===== config.mk =====
export PLATFORM = sky130hd
export DESIGN_NAME = bcd_conversion_controller
export DESIGN_NICKNAME = d
export VERILOG_FILES = /design/src/rtl/bcd_pkg.sv /design/src/rtl/bcd_add3_digit.sv /design/src/rtl/bcd_conversion_controller.sv
export SDC_FILE = /design/constraint.sdc
export NUM_CORES = 1
export LEC_CHECK = 0
export BUFFER_PORTS_ARGS = -buffer_cell sky130_fd_sc_hd__buf_2
export CAP_MARGIN = 20
export CORE_MARGIN = 2
export CORE_UTILIZATION = 40
export CTS_CLUSTER_DIAMETER = 100
export CTS_CLUSTER_SIZE = 40
export DETAILED_ROUTE_END_ITERATION = 10
export GPL_ROUTABILITY_DRIVEN = 0
export GPL_TIMING_DRIVEN = 1
export MAX_ROUTING_LAYER = met4
export SLEW_MARGIN = 0
export SYNTH_ARGS = -nofsm -noshare
export SYNTH_HDL_FRONTEND = slang
export SYNTH_SLANG_ARGS = --single-unit

===== constraint.sdc =====
create_clock -name clk -period 1.46 [get_ports clk]
set_input_delay 0.438 -clock clk [delete_from_list [all_inputs] [get_ports clk]]
set_output_delay 0.438 -clock clk [all_outputs]
set_load 0.01 [all_outputs]

===== src/rtl/bcd_pkg.sv =====
// Shared types and constants for the sequential binary-to-BCD converter.
package bcd_pkg;

  typedef enum logic [1:0] {
    IDLE  = 2'd0,
    SHIFT = 2'd1,
    DONE  = 2'd2
  } bcd_state_t;

  typedef logic [3:0] bcd_digit_t;

  // Digits at or above this value get +3 before the next left shift.
  localparam bcd_digit_t ADD3_THRESH = 4'd5;

endpackage


===== src/rtl/bcd_add3_digit.sv =====
// One double-dabble correction cell: adds 3 to a digit that would overflow past 9 on the next shift.
module bcd_add3_digit
  import bcd_pkg::*;
(
  input  bcd_digit_t digit,
  output bcd_digit_t adjusted_c
);

  assign adjusted_c = (digit >= ADD3_THRESH) ? bcd_digit_t'(digit + 4'd3) : digit;

endmodule


===== src/rtl/bcd_conversion_controller.sv =====
// Shift-and-add-3 binary-to-BCD converter: one iteration per clock, registered result and status.
module bcd_conversion_controller
  import bcd_pkg::*;
#(
  parameter int unsigned WIDTH  = 8,
  parameter int unsigned DIGITS = 3
) (
  input  logic                  clk,
  input  logic                  rst,
  input  logic [WIDTH-1:0]      bin,
  input  logic                  start,
  input  logic                  auto,
  output logic                  busy,
  output logic                  done,
  output logic [4*DIGITS-1:0]   bcd
);

  localparam int unsigned BCDW = 4 * DIGITS;
  localparam int unsigned CW   = $clog2(WIDTH + 1);
  localparam longint unsigned MAX_BIN   = (64'd1 << WIDTH) - 64'd1;
  localparam longint unsigned DEC_RANGE = 64'd10 ** DIGITS;

  // Reject parameter sets where the result cannot hold the largest operand.
  if (WIDTH < 1) begin : g_bad_width
    $error("bcd_conversion_controller: WIDTH must be at least 1");
  end
  if (DEC_RANGE <= MAX_BIN) begin : g_bad_digits
    $error("bcd_conversion_controller: DIGITS too small for WIDTH");
  end

  bcd_state_t        state_q, state_d;
  logic [WIDTH-1:0]  shreg_q, shreg_d;
  logic [BCDW-1:0]   scratch_q, scratch_d;
  logic [CW-1:0]     count_q, count_d;
  logic [WIDTH-1:0]  last_bin_q, last_bin_d;
  logic              busy_d, done_d;
  logic [BCDW-1:0]   bcd_d;
  logic [BCDW-1:0]   adjusted_c;
  logic [BCDW+WIDTH-1:0] shift_c;
  logic              trigger_c;

  // Per-digit add-3 correction on the scratch register, all digits in parallel.
  for (genvar k = 0; k < DIGITS; k++) begin : g_add3
    bcd_add3_digit u_add3 (
      .digit      (scratch_q[4*k +: 4]),
      .adjusted_c (adjusted_c[4*k +: 4])
    );
  end

  // Corrected scratch and operand shifted left together as one word.
  assign shift_c   = {adjusted_c, shreg_q} << 1;
  assign trigger_c = start | (auto & (bin != last_bin_q));

  // Next-state and datapath logic.
  always_comb begin
    state_d    = state_q;
    shreg_d    = shreg_q;
    scratch_d  = scratch_q;
    count_d    = count_q;
    last_bin_d = last_bin_q;
    bcd_d      = bcd;
    case (state_q)
      IDLE: begin
        if (trigger_c) begin
          shreg_d    = bin;
          scratch_d  = '0;
          count_d    = CW'(WIDTH - 1);
          last_bin_d = bin;
          state_d    = SHIFT;
        end
      end
      SHIFT: begin
        scratch_d = shift_c[BCDW+WIDTH-1:WIDTH];
        shreg_d   = shift_c[WIDTH-1:0];
        if (count_q == '0) begin
          // Publish the final shift's result so bcd is valid in the same cycle as done.
          bcd_d   = shift_c[BCDW+WIDTH-1:WIDTH];
          state_d = DONE;
        end else begin
          count_d = CW'(count_q - CW'(1));
        end
      end
      DONE: begin
        state_d = IDLE;
      end
      default: begin
        state_d = IDLE;
      end
    endcase
    busy_d = (state_d != IDLE);
    done_d = (state_d == DONE);
  end

  // State, datapath and registered outputs with synchronous reset.
  always_ff @(posedge clk) begin
    if (rst) begin
      state_q    <= IDLE;
      shreg_q    <= '0;
      scratch_q  <= '0;
      count_q    <= '0;
      last_bin_q <= '0;
      busy       <= 1'b0;
      done       <= 1'b0;
      bcd        <= '0;
    end else begin
      state_q    <= state_d;
      shreg_q    <= shreg_d;
      scratch_q  <= scratch_d;
      count_q    <= count_d;
      last_bin_q <= last_bin_d;
      busy       <= busy_d;
      done       <= done_d;
      bcd        <= bcd_d;
    end
  end

endmodule


==> key figures <==
Pwr
  • Total power: 3.375 mW
  • Pint: 2.320 mW
  • Combinational power share: 0.305
  • P_sw: approximately 1.1 mW
  • Clock share of power: 0.247
  • Max VDD drop: ~0.00051 V
  • Register share of total power: 0.449
  • Pwr per Cell Area: 1012 nW/µm²
  • Switching Share: 0.3125
  • Leak: 1.341 nW

Synth
  • Synth unique cells: 35
  • Yosys reg bits: 48
  • Cells after synthesis: 270
  • Cell type with the highest aggregate area in the netlist: dfxtp_1
  • Synth Area in XOR/XNOR: 0.04973
  • Mux share of post-synthesis cell area: 0.07432
  • Simple-Gate Fraction of Synth Area: 0.2044
  • Post-Syn Area: ~2300 µm²
  • Warning count from the yosys run: 0
  • Synth Area per Inst: roughly 8.5 µm²
  • Synth top area cells: dfxtp_1, nand2_1, mux2i_1
  • Adder-Cell Fraction of Synth Area: 0.03825
  • Post-synthesis compound-gate area fraction: 0.1552
  • Synth top area share: 0.4197
  • Syn nets: between 200 and 300
  • Register area share after synthesis: 0.4197
  • Largest family of logic cells by synthesized area: simple AND/OR/NAND/NOR gates

Placement
  • Detailed placement HPWL: 3870 µm
  • Post-Place Worst Slack: -0.2535 ns
  • PortBufs: 25

Route
  • Residual DRC: 0
  • WL final: 5956 µm
  • Total vias in the final route: 2,110
  • DRT iter0 DRCs: 135
  • Post-route ant nets: 0
  • Vias/cell: 5.275
  • Pre-antenna DRT Iters: 4
  • DR WL/cell: 14.89 µm

Status
  • Failing checks: setup timing
  • Outcome: finished, violations left

Global route
  • Vias in the first global route: around 2,000
  • Largest net degree at the start of global routing: 16
  • Congestion Overflow GR: 0
  • Gr usage total: 0.1861
  • Global-route wire length before repair: 9170 µm
  • Initial antenna violation count: 0

Cells and area
  • Layout cells sized above 1: 0.5000
  • Ant diodes: 0
  • Number of nets in the layout: between 300 and 400
  • Filler cells: slightly below 500
  • Layout area overhead: 45.63%

Worst setup path
  • Max stage delay on crit path: 0.34 ns
  • CP Class: flip-flop to flip-flop
  • Critical Path Source Type: flip-flop
  • CP top delay family: compound AO/OA/AOI/OAI gates
  • Crit-path cells: xnor2_2 > nand4_1 > buf_4 > o21ai_4 > buf_6 > nand2_4 > a32o_1
  • Data arrival, critical path: 1.71 ns
  • CP required: 1.66 ns
  • WP buf/inv: 2
  • Crit. End Element: flip-flop
  • Crit-path max FO: 6
  • Critical path's slowest cell: dfxtp_2

CTS
  • Worst-Skew Late Latency: 0.30 ns
  • Clk slew on worst S/H paths: 0.09 ns
  • Cts hold-fix bufs: 0
  • CTS buffer count: 5
  • Clk buf depth: 2
  • CTS root buf: clkbuf_8
  • Clock H-tree levels: 2
  • CTS tree: built
  • Clock sink count: 48

Timing
  • Relative slew slack: 0.6325
  • Hold_ws: 0.4299 ns
  • Worst-margin pin slew: 0.5501 ns
  • Final hold vios: 0
  • Setup ws final: -0.04763 ns
  • Slew Viols, Final: 0
  • Fmax: 663.3 MHz
  • Minimum clock period: about 1.5 ns
  • Final Skew: slightly below 0.007 ns
  • # setup viols final: 26
  • Period utilization: 1.033
  • RSZ-0062 raised after global routing: true
  • Sum Neg Setup Slack: -0.5296 ns

Worst hold path
  • HP Class: input port to flip-flop

Floorplanning
  • Number of I/O pins: 26
  • Die Height: roughly 80 µm
  • Core Area: 5507 µm²
  • Rows: 27
  • Initial core utilization: 0.4158
  • Die X: 79.66 µm
  • Die ar.: 6346 µm²

Flow run
  • Max_cap viols: 0
-- cell usage in the layout, fill, tap and decap left out, types with 3 or more instances in the layout --
cell type / Yosys / routed
a211oi_1: 8 / 4
a211oi_2: 0 / 4
a21oi_1: 24 / 10
a21oi_2: 0 / 11
a21oi_4: 0 / 3
a31oi_1: 3 / 3
and2_4: 1 / 3
buf_2: 5 / 25
buf_4: 1 / 34
buf_6: 3 / 5
clkbuf_8: 0 / 6
dfxtp_1: 48 / 35
dfxtp_2: 0 / 13
ha_2: 0 / 3
inv_1: 8 / 4
inv_2: 1 / 4
mux2i_1: 17 / 15
nand2_1: 50 / 44
nand2_4: 0 / 5
nand2b_1: 6 / 3
nand2b_4: 0 / 3
nand3_2: 0 / 7
nand4_1: 9 / 9
nor2_1: 9 / 7
nor2b_1: 3 / 3
nor3_2: 0 / 3
o21ai_0: 8 / 7
o31ai_2: 0 / 7
xnor2_1: 13 / 3
xnor2_2: 0 / 10
-- cell usage after synthesis (all sizes together) --
| master | count |
|---|---|
| nor3 | 5 |
| a32o | 1 |
| o21ai | 10 |
| inv | 9 |
| o2111ai | 1 |
| or3 | 1 |
| nand4 | 9 |
| nand3b | 1 |
| nand3 | 9 |
| nand2b | 6 |
| mux2i | 17 |
| o21bai | 1 |
| xnor2 | 13 |
| dfxtp | 48 |
| nor2 | 9 |
| o21a | 2 |
| and2 | 3 |
| buf | 9 |
| a21oi | 24 |
| ha | 7 |
| a31oi | 3 |
| o41ai | 1 |
| nor2b | 3 |
| nor3b | 3 |
| clkbuf | 9 |
| nand2 | 51 |
| a211oi | 8 |
| o31ai | 7 |
-- state kept, by name (all words and copies together) (netlist names) --
register,flops
shreg_q,8
state_q,2
count_q,4
busy,1
scratch_q,12
last_bin_q,8
bcd,12
done,1
-- path summary, 6_finish.rpt --
path,slack (ns),cells after the start,startpoint,end
worst max-delay path,-0.05,7,last_bin_q[7],count_q[2]
worst max register to register,-0.05,7,last_bin_q[7],count_q[2]
worst min register to register,0.46,2,bcd[4],bcd[4]
worst min-delay path,0.43,3,bin[0],last_bin_q[0]
-- tightest hold or removal path, delay by kind of cell --
family / cells / cell delay (ns)
buffers and inverters: 1 / 0.13
AO/OA/AOI/OAI: 2 / 0.14
-- layer usage --
layer  vias to the layer above  routed length [µm]  GRT usage
li1                       1049                   -          -
met1                      1020                2663     0.2345
met2                        33                3045     0.3042
met3                         8                 179    0.03733
met4                         0                  68    0.05172
met5                         -                   0          -
-- cell families (layout without fill, tap and decap cells) --
logic type / after synthesis / after routing
xor gates and xnor gates: 13 / 13
DFF: 48 / 48
buffers and inverters: 27 / 84
AOI/OAI and AO/OA: 58 / 58
muxes: 17 / 17
adders and majority gates: 7 / 7
and+or+nand+nor: 100 / 101
-- timing repair --
item | 4_1_cts | 5_1_grt
buffers inserted | 0 | 2
endpoints found under the setup margin | 42 | 46
resized for setup | 21 | 83
endpoints found under the hold margin | 0 | 0
pin swaps | 9 | 41
gates cloned | 0 | 2
-- cell type report --
cell class              count  area (µm²)  share of cell area
flip-flops and latches     48       977.2              0.2931
clock buffers               8       90.09             0.02702
inverters                   9       36.28             0.01088
repair buffers             67       501.7              0.1505
multi-input cells         196        1639              0.4916
well taps                  72       90.09             0.02702
-- power by group through the flow --
| stage | Combinational [mW] | Clock, mW | Sequential [mW] |
|---|---|---|---|
| 3_5_place_dp | 0.786 | 0 | 1.52 |
| 4_1_cts | 0.830 | 0.856 | 1.50 |
| 6_report | 1.03 | 0.832 | 1.51 |
| 3_3_place_gp | 0.767 | 0 | 1.52 |
| 5_1_grt | 1.12 | 0.890 | 1.53 |
| 2_1_floorplan | 0.485 | 0 | 1.52 |
-- metrics by stage --
step           instances  utilization  area, µm²
4_1_cts              396       0.5322       2930
3_3_place_gp         388       0.5017       2763
2_1_floorplan        270            -       2330
6_report             400       0.6055       3334
3_5_place_dp         388       0.5017       2763
5_1_grt              400       0.6055       3334
(Power assumes the default switching activity.)
